[src/rtl/sw_write_ctrl.sv]
// Write-side driver for the lab2 data register: synchronizes and debounces a push-button,
// then issues one write strobe per press together with a held switch snapshot.
module sw_write_ctrl #(
  parameter int unsigned DATA_WIDTH      = 10,
  parameter int unsigned SYNC_STAGES     = 2,
  parameter int unsigned DEBOUNCE_CYCLES = 100000,
  parameter int unsigned CNT_WIDTH       = 8
) (
  input  logic                  clk_i,
  input  logic                  arst_i,
  input  logic                  btn_i,
  input  logic [DATA_WIDTH-1:0] sw_i,
  output logic                  wr_en_o,
  output logic [DATA_WIDTH-1:0] wr_data_o,
  output logic [CNT_WIDTH-1:0]  wr_cnt_o,
  output logic                  busy_o
);

  localparam int unsigned DB_W = (DEBOUNCE_CYCLES > 1) ? $clog2(DEBOUNCE_CYCLES) : 1;
  localparam logic [DB_W-1:0] DB_MAX = DB_W'(DEBOUNCE_CYCLES - 1);

  typedef enum logic {
    IDLE,
    PRESSED
  } state_t;

  logic [SYNC_STAGES-1:0] btn_sync;
  logic [DATA_WIDTH-1:0]  sw_sync [SYNC_STAGES];
  logic                   btn_s;
  logic [DATA_WIDTH-1:0]  sw_s;

  logic [DB_W-1:0]        db_cnt;
  logic                   btn_db;

  state_t                 state, state_d;
  logic                   wr_en_d;
  logic [DATA_WIDTH-1:0]  wr_data_d;
  logic [CNT_WIDTH-1:0]   wr_cnt_d;
  logic                   busy_d;

  always_ff @(posedge clk_i or negedge arst_i) begin
    if (!arst_i) begin
      btn_sync <= '0;
      for (int unsigned i = 0; i < SYNC_STAGES; i++) sw_sync[i] <= '0;
    end else begin
      btn_sync   <= {btn_sync[SYNC_STAGES-2:0], btn_i};
      sw_sync[0] <= sw_i;
      for (int unsigned i = 1; i < SYNC_STAGES; i++) sw_sync[i] <= sw_sync[i-1];
    end
  end

  assign btn_s = btn_sync[SYNC_STAGES-1];
  assign sw_s  = sw_sync[SYNC_STAGES-1];

  // Level is accepted on the edge where the count already sits at DB_MAX,
  // so a change needs DEBOUNCE_CYCLES consecutive differing samples.
  always_ff @(posedge clk_i or negedge arst_i) begin
    if (!arst_i) begin
      db_cnt <= '0;
      btn_db <= 1'b0;
    end else if (btn_s != btn_db) begin
      if (db_cnt == DB_MAX) begin
        btn_db <= btn_s;
        db_cnt <= '0;
      end else begin
        db_cnt <= db_cnt + 1'b1;
      end
    end else begin
      db_cnt <= '0;
    end
  end

  always_ff @(posedge clk_i or negedge arst_i) begin
    if (!arst_i) begin
      state     <= IDLE;
      wr_en_o   <= 1'b0;
      wr_data_o <= '0;
      wr_cnt_o  <= '0;
      busy_o    <= 1'b0;
    end else begin
      state     <= state_d;
      wr_en_o   <= wr_en_d;
      wr_data_o <= wr_data_d;
      wr_cnt_o  <= wr_cnt_d;
      busy_o    <= busy_d;
    end
  end

  // btn_db is always low on entry to IDLE, so a high level there is the rising edge.
  always_comb begin
    state_d   = state;
    wr_en_d   = 1'b0;
    wr_data_d = wr_data_o;
    wr_cnt_d  = wr_cnt_o;
    busy_d    = busy_o;
    case (state)
      IDLE: begin
        if (btn_db) begin
          state_d   = PRESSED;
          wr_en_d   = 1'b1;
          wr_data_d = sw_s;
          wr_cnt_d  = wr_cnt_o + 1'b1;
          busy_d    = 1'b1;
        end
      end
      PRESSED: begin
        if (!btn_db) begin
          state_d = IDLE;
          busy_d  = 1'b0;
        end
      end
      default: state_d = IDLE;
    endcase
  end

endmodule

[config.mk]
export PLATFORM = sky130hd
export DESIGN_NAME = sw_write_ctrl
export DESIGN_NICKNAME = d
export VERILOG_FILES = /design/src/rtl/sw_write_ctrl.sv
export SDC_FILE = /design/constraint.sdc
export NUM_CORES = 1
export LEC_CHECK = 0
export CAP_MARGIN = 20
export CORE_ASPECT_RATIO = 1.75
export CORE_MARGIN = 2
export CORE_UTILIZATION = 35
export CTS_CLUSTER_DIAMETER = 150
export DETAILED_ROUTE_END_ITERATION = 8
export MAX_ROUTING_LAYER = met4
export SYNTH_ARGS = -nofsm -noshare
export SYNTH_HDL_FRONTEND = slang
export SYNTH_SLANG_ARGS = --single-unit
[constraint.sdc]
create_clock -name clk_i -period 2.5 [get_ports clk_i]
set_input_delay 0.5 -clock clk_i [delete_from_list [all_inputs] [get_ports clk_i]]
set_output_delay 0.5 -clock clk_i [all_outputs]
set_load 0.03 [all_outputs]
; ---- Word level (Yosys, flattened, before mapping)
; Cells that the tools add are included.
[totals]
register_bits = 61
out_inout_bits = 20
[classes]
n_addsub = 2
eq_ne = 4
n_mux = 7
bitwise_logic = 1
n_reduce_logical = 3
[op_table]
columns = op, n
row1 = 2-to-1 mux 17 bit, 2
row2 = adder 17 x 1 -> 17 bit (second input constant), 1
row3 = equality test 17 bit (second input constant), 1
row4 = adder 8 x 1 -> 8 bit (second input constant), 1
row5 = AND reduction 2 bit, 3
row6 = 2-to-1 mux 1 bit, 4
row7 = inequality test 2 bit (second input constant), 2
row8 = one-hot mux 1 bit (2 select lines), 1
row9 = inequality test 1 bit, 1
row10 = NOT 1 bit, 1

; ---- Logic depth before layout (Yosys ltp)
; Gate-level depths: netlist (run 1).
[depth]
word_depth = 3
ltp_mapped = 7

; ---- Worst setup path before layout (run 1)
; Ideal clock, no wire load.
[synth_path]
path_type = register to register
startpoint = register db_cnt[0]
endpoint = register db_cnt[14]
arrival_ns = 1.500
slack_ns = 0.868
path_stages_with_launch = 6
path_buffers = 0
synth_period_minus_slack_ns = 1.632
cell_sequence = dfrtp_1 > ha_1 > nand4_1 > or4_1 > xor2_1 > nor2_1
[synth_between]
elab_chain_cells = 3
elab_cells_between_ends = 4
classes_between = add/sub: 1 / eq/ne: 1 / mux: 2
[synth_rtl]
columns = item, line_no
row1 = "start, declared", 32  ; logic [DB_W-1:0] db_cnt;
row2 = "start signal, assigned", 66  ; db_cnt <= db_cnt + 1'b1;
row3 = adder 17 x 1 -> 17 bit or equality test 17 bit (tied branches), "66, 62"
row4 = 2-to-1 mux 17 bit (*), 62  ; if (db_cnt == DB_MAX) begin
row5 = 2-to-1 mux 17 bit (*), 61  ; end else if (btn_s != btn_db) begin
; Every way passes the cells marked *; elsewhere a longest branch is shown, timed or not.
; A chain may end at the register's enable or synchronous reset.

; ---- Worst setup path in the final report (run 1)
[layout_path]
startpoint = register wr_cnt_o[0]
endpoint = output wr_cnt_o[0]
[layout_lines]
columns = item, line_no
row1 = "start, declared", 15  ; output logic [CNT_WIDTH-1:0] wr_cnt_o,
row2 = "start signal, assigned", 84  ; wr_cnt_o <= wr_cnt_d;
; No word-level cell between the ends.

==> results of run 1 <==
==> per-stage QoR <==
stage | utilization | setup slack [ns] | hold slack [ns] | area, sq um | instances
after global routing | 0.458 | 0.500 | 0.184 | 2850 | 293
after global placement | 0.430 | 0.733 | 0.334 | 2680 | 277
after CTS | 0.458 | 0.520 | 0.154 | 2850 | 293
final | 0.458 | 0.545 | 0.148 | 2850 | 293
after detailed placement | 0.430 | 0.708 | 0.335 | 2680 | 277
after floorplan | - | 0.868 | 0.204 | 2250 | 167
==> state kept, by name, indices dropped and copies added (netlist names) <==
register,flops
state,1
sw_sync,10
wr_en_o,1
db_cnt,17
sw_s,10
btn_sync,2
wr_cnt_o,8
btn_db,1
wr_data_o,10
busy_o,1
==> logic make-up after synthesis <==
family | after synthesis
simple gates | 59
buf+inv | 7
xor+xnor | 22
flops | 61
mux | 12
compound gates | 3
fa+ha+maj | 3
==> layout by cell type, fill, tap and decap left out, types with 7 or more instances in the layout <==
cell type and n:
nand2_1 10, nor2_1 18, xnor2_1 15, clkbuf_8 11, dfrtp_1 61, clkdlybuf4s50_1 31
nand4_1 7, xor2_1 7, mux2_2 12
==> synthesized netlist by cell type (2+ instances only) <==
cell type / count / share of area
clkbuf_1: 3 / 0.0050
dfrtp_1: 61 / 0.68
ha_1: 3 / 0.017
inv_1: 3 / 0.0050
mux2_2: 12 / 0.060
nand2_1: 10 / 0.017
nand3_1: 5 / 0.011
nand3_2: 2 / 0.0089
nand4_1: 7 / 0.019
nor2_1: 18 / 0.030
nor3_1: 5 / 0.011
nor4_1: 2 / 0.0056
nor4bb_1: 2 / 0.0089
or4_1: 2 / 0.0067
xnor2_1: 15 / 0.058
xor2_1: 7 / 0.027
==> layout make-up <==
| class | instances | area, sq um |
|---|---|---|
| inverters | 3 | 11.3 |
| multi-input cells | 99 | 699 |
| clock buffers | 15 | 166 |
| clock inverters | 1 | 5.00 |
| well taps | 80 | 100 |
| fillers | 583 | 3380 |
| flip-flops and latches | 61 | 1530 |
| repair buffers | 34 | 343 |
==> worst max-delay path by stage <==
stage,cells past startpoint,start,end
floorplan,5,db_cnt[0]$_DFF_PN0_,db_cnt[14]$_DFF_PN0_
CTS,1,wr_cnt_o[0]$_DFFE_PN0P_,wr_cnt_o[0]
detailed placement,5,db_cnt[0]$_DFF_PN0_,db_cnt[14]$_DFF_PN0_
global route,1,wr_cnt_o[0]$_DFFE_PN0P_,wr_cnt_o[0]
global placement,5,db_cnt[0]$_DFF_PN0_,db_cnt[14]$_DFF_PN0_
finish,1,wr_cnt_o[0]$_DFFE_PN0P_,wr_cnt_o[0]
==> where the power goes <==
part | total, mW | switching (mW) | internal (mW) | leakage (nW)
logic | 0.0522 | 0.0288 | 0.0233 | 0.354
registers | 1.02 | 0.0104 | 1.01 | 0.799
clock network | 0.759 | 0.346 | 0.414 | 0.0877
==> routing by layer <==
| metal | global-route usage | wire [um] | up-vias |
|---|---|---|---|
| met3 | 0.0274 | 150 | 12 |
| li1 | - | - | 650 |
| met5 | - | 0 | - |
| met2 | 0.204 | 2000 | 31 |
| met1 | 0.137 | 1530 | 671 |
| met4 | 0.128 | 146 | 0 |
==> impl_metrics.csv, run 1 <==
group,metric,value,unit
synth,synthCells,167,
place,dp_hpwl,2.57,mm
layout,n_antenna_cell,0,
worst_setup_path,reg2regPathDepth,5,
synth,seq_area_frac_synth,0.677,
worst_setup_path,start_kind,"flop",
cts,cts_sinks,61,
worst_setup_path,critPathMaxFanout,4,
global_routing,antenna_found_initial,0,
cts,cts_tree,"yes",
synth,synth_compound_area_frac,0.00777,
cts,h-tree-depth,3,
sta,fmax,512,MHz
worst_setup_path,critPathBufInv,1,
cts,clk_pin_slew,0.06,ns
worst_setup_path,cp.required,2.00,ns
synth,synthSimpleGateAreaFrac,0.140,
layout,final_nets,224,
global_routing,grt_pass1_vias,1396,
cts,cts_setup_buffers,0,
power,peakVddDrop,0.000286,V
power,power.density,642,nW/um^2
worst_setup_path,r2r_slack,0.71,ns
route,drtPass1Iterations,4,
power,finalPower,1.83,mW
layout,drive_gt1_frac,0.146,
sta,worst_slew_pin_slew,0.533,ns
sta,tns,0,ns
worst_setup_path,cpPeakStageDelay,0.70,ns
job,maxCapViolCount,0,
worst_setup_path,endpoint_kind,"output pin",
place,gp_congestion,0.864,
status,status,"completed",
sta,rsz0062_at_grt,"false",
sta,slew_viol_final,0,
worst_setup_path,cp_slowest_cell,"clkdlybuf4s50_1",
layout,area_delta_synth_final,26.5,%
synth,syn-num-nets,183,
synth,synth-edff-count,0,
sta,min_period_over_period,0.782,
synth,synth_ff_type,"dfrtp_1",
synth,synthAdderAreaFrac,0.0167,
sta,clock_skew,0.00863,ns
route,viasPerCell,4.66,
sta,min_period,1.95,ns
global_routing,grt_pass1_wl,6.52,mm
worst_setup_path,crit_chain,"clkdlybuf4s50_1",
route,vias,1364,
floorplan,core_area,6230,sq um
cts,cts_hold_buffers,0,
synth,avgSynthCellArea,13.5,sq um
cts,cts_resized,0,
synth,synth_top_family_by_area,"simple AND/OR/NAND/NOR gates",
route,first_iter_violations,107,
global_routing,grt_use_total,0.132,
worst_setup_path,cpLargestDelayFamily,"buffers and inverters",
floorplan,pin_count,33,
route,wl_per_cell,13.0,um
floorplan,die_h,110,um
route,remaining_drc_errors,0,
synth,ys_ff_latch,61,
cts,clock_path_buffers,2,
sta,slew_headroom,0.644,
power,leakage,1.24,nW
cts,cts-root-buf,"clkbuf_8",
floorplan,rows,38,
route,postRouteAntennaNets,0,
synth,synthXorXnorAreaFrac,0.0855,
global_routing,grt_max_degree,62,
worst_setup_path,r2r-end,"db_cnt[14]$_DFF_PN0_",
worst_setup_path,r2r-start,"db_cnt[0]$_DFF_PN0_",
synth,syn-cell-area,2250,sq um
place,port_buffers,32,
cts,clk_latency,0.34,ns
floorplan,start_util,0.362,
floorplan,design.die.area,7120,sq um
worst_setup_path,cp_data_arrival_time,1.45,ns
floorplan,die_x,64.7,um
cts,numCtsBuffers,9,
synth,yosysWarningCount,0,
synth,synth.distinct_cells,26,
synth,async_reset_ff_frac,1.00,
sta,hold_violations,0,
global_routing,grt_overflow,0,
sta,finalSetupViolations,0,
min_path,min_path_type,"in -> async",
worst_setup_path,worstSetupPathType,"reg -> out",
synth,synthMuxAreaShare,0.0600,
route,drt-total-wl,3.82,mm
Note: power is estimated with default switching activity, not from simulation.
==> inputs of run 2 (changes only) <==
==> constraint.sdc (replaced) <==
create_clock -name clk_i -period 1.71 [get_ports clk_i]
set_input_delay 0.342 -clock clk_i [delete_from_list [all_inputs] [get_ports clk_i]]
set_output_delay 0.342 -clock clk_i [all_outputs]
set_load 0.03 [all_outputs]
==> impl_metrics.csv, run 2 (same netlist as run 1, synthesis figures left out) <==
group,metric,value,unit
status,status,"completed",
worst_setup_path,start_kind,"flop",
cts,clk_latency,0.33,ns
sta,worst_slew_pin_slew,0.360,ns
sta,hold_violations,0,
floorplan,design.die.area,7120,sq um
place,dp_hpwl,2.78,mm
route,wl_per_cell,12.5,um
route,remaining_drc_errors,0,
route,drt-total-wl,3.84,mm
min_path,min_path_type,"reg -> reg",
route,drtPass1Iterations,4,
cts,cts_tree,"yes",
worst_setup_path,critPathMaxFanout,2,
route,postRouteAntennaNets,0,
layout,largest_reg_flops,17,
sta,rsz0062_at_grt,"false",
floorplan,start_util,0.362,
worst_setup_path,crit_chain,"clkdlybuf4s50_1",
global_routing,grt_overflow,0,
layout,fin_area,3020,sq um
worst_setup_path,cpLargestDelayFamily,"buffers and inverters",
worst_setup_path,cp_slowest_cell,"clkdlybuf4s50_1",
global_routing,grt_pass1_wl,6.59,mm
place,port_buffers,32,
sta,min_period,1.66,ns
sta,slew_viol_final,0,
worst_setup_path,critPathBufInv,1,
power,power.density,991,nW/um^2
sta,clock_skew,0.00538,ns
power,leakage,1.50,nW
floorplan,pin_count,33,
sta,finalSetupViolations,0,
floorplan,core_area,6230,sq um
route,viasPerCell,4.55,
worst_setup_path,cpPeakStageDelay,0.66,ns
place,gp_congestion,0.851,
layout,final_nets,238,
cts,cts_setup_buffers,0,
worst_setup_path,endpoint_kind,"output pin",
cts,cts_sinks,61,
route,first_iter_violations,60,
worst_setup_path,worstSetupPathType,"reg -> out",
sta,min_period_over_period,0.973,
sta,slew_headroom,0.757,
layout,n_antenna_cell,0,
layout,top_register,"db_cnt",
layout,layout_common_cells,"dfrtp_1 (61), nor2_1 (18), xnor2_1 (15), dlygate4sd2_1 (14), buf_4 (14)",
job,maxCapViolCount,0,
floorplan,die_h,110,um
global_routing,grt_max_degree,39,
floorplan,rows,38,
layout,final_util,0.484,
cts,numCtsBuffers,9,
place,placed_area,2780,sq um
global_routing,grt_pass1_vias,1430,
floorplan,die_x,64.7,um
worst_setup_path,cp.required,1.37,ns
route,vias,1396,
cts,cts-root-buf,"clkbuf_8",
cts,clock_path_buffers,2,
layout,drive_gt1_frac,0.207,
layout,layout_commonest_cell,"dfrtp_1",
power,peakVddDrop,0.000544,V
worst_setup_path,cp_data_arrival_time,1.32,ns
cts,h-tree-depth,3,
global_routing,antenna_found_initial,0,
layout,area_delta_synth_final,33.8,%
global_routing,grt_use_total,0.132,
sta,tns,0,ns
cts,clk_pin_slew,0.06,ns
sta,fmax,601,MHz
-- run 2: changes by cell type in the layout (fill, tap and decap cells not counted), sizes merged --
| cell | change |
|---|---|
| clkbuf | -2 |
| dlygate4sd3 | +1 |
| clkinv | -1 |
| clkinvlp | +1 |
| buf | +13 |
| dlygate4sd2 | +14 |
| bufinv | +2 |
| clkdlybuf4s50 | -19 |
| dlymetal6s2s | +5 |
-- run 2: final cells by class --
type | instances | area, sq um
clock buffer | 13 | 159
clock inverter | 3 | 67.6
fill | 563 | 3210
inverter | 3 | 11.3
multi-input combinational | 99 | 706
sequential | 61 | 1530
tap | 80 | 100
timing repair buffer | 48 | 445
-- run 2: where the power goes --
group | leakage, nW | switching, mW | internal [mW]
registers | 0.799 | 0.0127 | 1.48
clock network | 0.110 | 0.512 | 0.901
logic | 0.587 | 0.0458 | 0.0414
total | 1.50 | 0.570 | 2.42
-- run 2: layer usage --
| layer | share of wire | up-vias | GRT usage |
|---|---|---|---|
| li1 | - | 681 | - |
| met1 | 0.41 | 683 | 0.138 |
| met2 | 0.54 | 26 | 0.215 |
| met3 | 0.029 | 6 | 0.0335 |
| met4 | 0.023 | 0 | 0.0957 |
| met5 | 0 | - | - |
-- run 2: path summary, 6_finish.rpt --
kind,from,endpoint,slack (ns),cells after the start
setup / recovery,wr_data_o[1]$_DFFE_PN0P_,wr_data_o[1],0.05,1
hold / removal,sw_sync[12]$_DFF_PN0_,sw_s[2]$_DFF_PN0_,0.35,0
setup reg to reg,db_cnt[0]$_DFF_PN0_,db_cnt[14]$_DFF_PN0_,0.09,5
hold reg to reg,sw_sync[12]$_DFF_PN0_,sw_s[2]$_DFF_PN0_,0.35,0
max in group asynchronous,arst_i,sw_s[6]$_DFF_PN0_,0.78,3
min in group asynchronous,arst_i,wr_cnt_o[3]$_DFFE_PN0P_,0.43,2
-- run 2: what timing repair did --
action,4_1_cts,5_1_grt
endpoints found under the setup margin,14,6
gates cloned,0,0
gates resized for setup,14,6
hold buffers,1,0
endpoints found under the hold margin,12,0
-- run 2: per-stage QoR --
stage	total power [mW]	hold WS [ns]	instances	setup WS (ns)
floorplan	1.53	0.0464	167	0.0781
global placement	1.60	0.261	290	0.127
detailed placement	1.60	0.259	290	0.0927
CTS	3.05	0.351	307	0.000797
global route	3.12	0.357	307	0.00578
finish	2.99	0.349	307	0.0460
==> inputs of run 3 (changes only) <==
--- a/config.mk
+++ b/config.mk
@@ -6,7 +6,6 @@
 export NUM_CORES = 1
 export LEC_CHECK = 0
 export CAP_MARGIN = 20
-export CORE_ASPECT_RATIO = 1.75
 export CORE_MARGIN = 2
 export CORE_UTILIZATION = 35
 export CTS_CLUSTER_DIAMETER = 150
==> constraint.sdc (replaced) <==
create_clock -name clk_i -period 1.7 [get_ports clk_i]
set_input_delay 0.34 -clock clk_i [delete_from_list [all_inputs] [get_ports clk_i]]
set_output_delay 0.34 -clock clk_i [all_outputs]
set_load 0.03 [all_outputs]
==> impl_metrics.csv, run 3 (same netlist as run 1, synthesis figures left out) <==
group,metric,value,unit
route,viasPerCell,4.57,
sta,rsz0062_at_grt,"true",
route,postRouteAntennaNets,0,
route,drtPass1Iterations,4,
global_routing,grt_max_degree,47,
floorplan,die_h,84.2,um
route,dr_wl_met3,255,um
cts,clk_latency,0.33,ns
cts,numCtsBuffers,9,
sta,min_period,1.62,ns
route,vias,1386,
place,gp_congestion,0.790,
global_routing,grt_pass1_wl,6.34,mm
worst_setup_path,cpLargestDelayFamily,"simple AND/OR/NAND/NOR gates",
worst_setup_path,worstSetupPathType,"reg -> reg",
worst_setup_path,endpoint_kind,"flop",
place,dp.cells,285,
cts,clock_path_buffers,2,
worst_setup_path,cp_slowest_cell,"or4_1",
place,post-place-ws,0.0843,ns
min_path,min_path_type,"reg -> reg",
worst_setup_path,r2r-start,"db_cnt[0]$_DFF_PN0_",
floorplan,design.die.area,7100,sq um
sta,min_period_over_period,0.951,
sta,slew_headroom,0.746,
sta,post-route-worst-setup-slack,0.0841,ns
floorplan,core_area,6280,sq um
place,dp_hpwl,2.53,mm
floorplan,pin_count,33,
floorplan,rows,29,
floorplan,start_util,0.359,
layout,top_register,"db_cnt",
power,power.density,964,nW/um^2
sta,hold_violations,0,
cts,h-tree-depth,3,
cts,clk_pin_slew,0.07,ns
cts,cts_sinks,61,
layout,final_nets,237,
worst_setup_path,cp_data_arrival_time,1.88,ns
power,leakage,1.42,nW
worst_setup_path,critPathBufInv,0,
power,peakVddDrop,0.000377,V
sta,finalSetupViolations,0,
cts,cts-root-buf,"clkbuf_8",
place,port_buffers,32,
status,status,"completed",
worst_setup_path,cp.required,1.96,ns
sta,fmax,619,MHz
layout,layout_common_cells,"dfrtp_1 (61), dlygate4sd2_1 (19), nor2_1 (18), xnor2_1 (15), buf_4 (13)",
layout,fin_cells,303,
global_routing,grt_use_total,0.119,
worst_setup_path,critPathMaxFanout,5,
sta,clock_skew,0.00456,ns
global_routing,antenna_found_initial,0,
cts,cts_tree,"yes",
route,first_iter_violations,41,
route,wl_met2,1.61,mm
global_routing,grt_overflow,0,
layout,n_antenna_cell,0,
layout,drive_gt1_frac,0.208,
route,wl_per_cell,12.1,um
worst_setup_path,start_kind,"flop",
worst_setup_path,r2r-end,"db_cnt[14]$_DFF_PN0_",
worst_setup_path,cpPeakStageDelay,0.55,ns
sta,slew_viol_final,0,
power,finalPower,2.85,mW
route,wl_met1,1.74,mm
floorplan,die_x,84.2,um
route,top_layer_used,"met4",
worst_setup_path,r2r_slack,0.08,ns
job,maxCapViolCount,0,
sta,holdWs,0.345,ns
route,remaining_drc_errors,0,
worst_setup_path,reg2regPathDepth,5,
route,drt-total-wl,3.66,mm
global_routing,grt_pass1_vias,1381,
min_path,holdPathStages,0,
min_path,worstHoldStart,"sw_sync[16]$_DFF_PN0_",
min_path,min_to,"sw_s[6]$_DFF_PN0_",
sta,worst_slew_pin_slew,0.381,ns
layout,final_util,0.471,
layout,area_delta_synth_final,31.1,%
layout,largest_reg_flops,17,
layout,layout_commonest_cell,"dfrtp_1",
worst_setup_path,crit_chain,"ha_1 -> nand4_1 -> or4_1 -> xor2_1 -> nor2_1",
-- run 3: worst reg2reg max path, delay by kind of cell, from the launching register on --
kind	cells	cell delay, ns
adders and majority gates	1	0.21
DFF	1	0.41
and+or+nand+nor	3	0.77
xor gates and xnor gates	1	0.15
-- run 3: worst max path at each step --
stage                        start                   end  slack (ns)  depth (start not counted)
4_1_cts          wr_en_o$_DFF_PN0_               wr_en_o       0.008                          1
5_1_grt        db_cnt[0]$_DFF_PN0_  db_cnt[14]$_DFF_PN0_       -0.05                          5
6_report       db_cnt[0]$_DFF_PN0_  db_cnt[14]$_DFF_PN0_        0.08                          5
3_5_place_dp   db_cnt[0]$_DFF_PN0_  db_cnt[14]$_DFF_PN0_        0.08                          5
2_1_floorplan  db_cnt[0]$_DFF_PN0_  db_cnt[14]$_DFF_PN0_        0.07                          5
3_3_place_gp   db_cnt[0]$_DFF_PN0_  db_cnt[14]$_DFF_PN0_        0.13                          5
-- run 3: what timing repair did --
action	in CTS	in global routing
cloned	0	0
setup buffers	0	1
setup endpoints to repair	19	2
gates resized for setup	19	1
hold buffers	1	0
endpoints found under the hold margin	15	0
-- run 3: through the flow --
stage / setup TNS [ns] / area, sq um
after floorplan: 0 / 2250
after global placement: 0 / 2760
after detailed placement: 0 / 2760
after CTS: 0 / 2950
after global routing: -0.0468 / 2960
final: 0 / 2960
-- run 3: routing by layer --
metal  track usage  vias to the layer above
met3        0.0570                        7
met5             -                        -
met4        0.0484                        0
li1              -                      676
met1         0.147                      667
met2         0.167                       36
-- run 3: layout make-up --
class                           count  area, sq um
Clock buffer                       10          138
Sequential cell                    61         1530
Timing Repair Buffer               47          422
Tap cell                           77         96.3
Multi-Input combinational cell     99          699
Fill cell                         570         3320
Inverter                            3         11.3
Clock inverter                      6         62.6
-- run 3: report_power, final --
part / switching [mW] / internal [mW]
clock: 0.552 / 0.710
combinational: 0.0467 / 0.0437
sequential: 0.0118 / 1.48
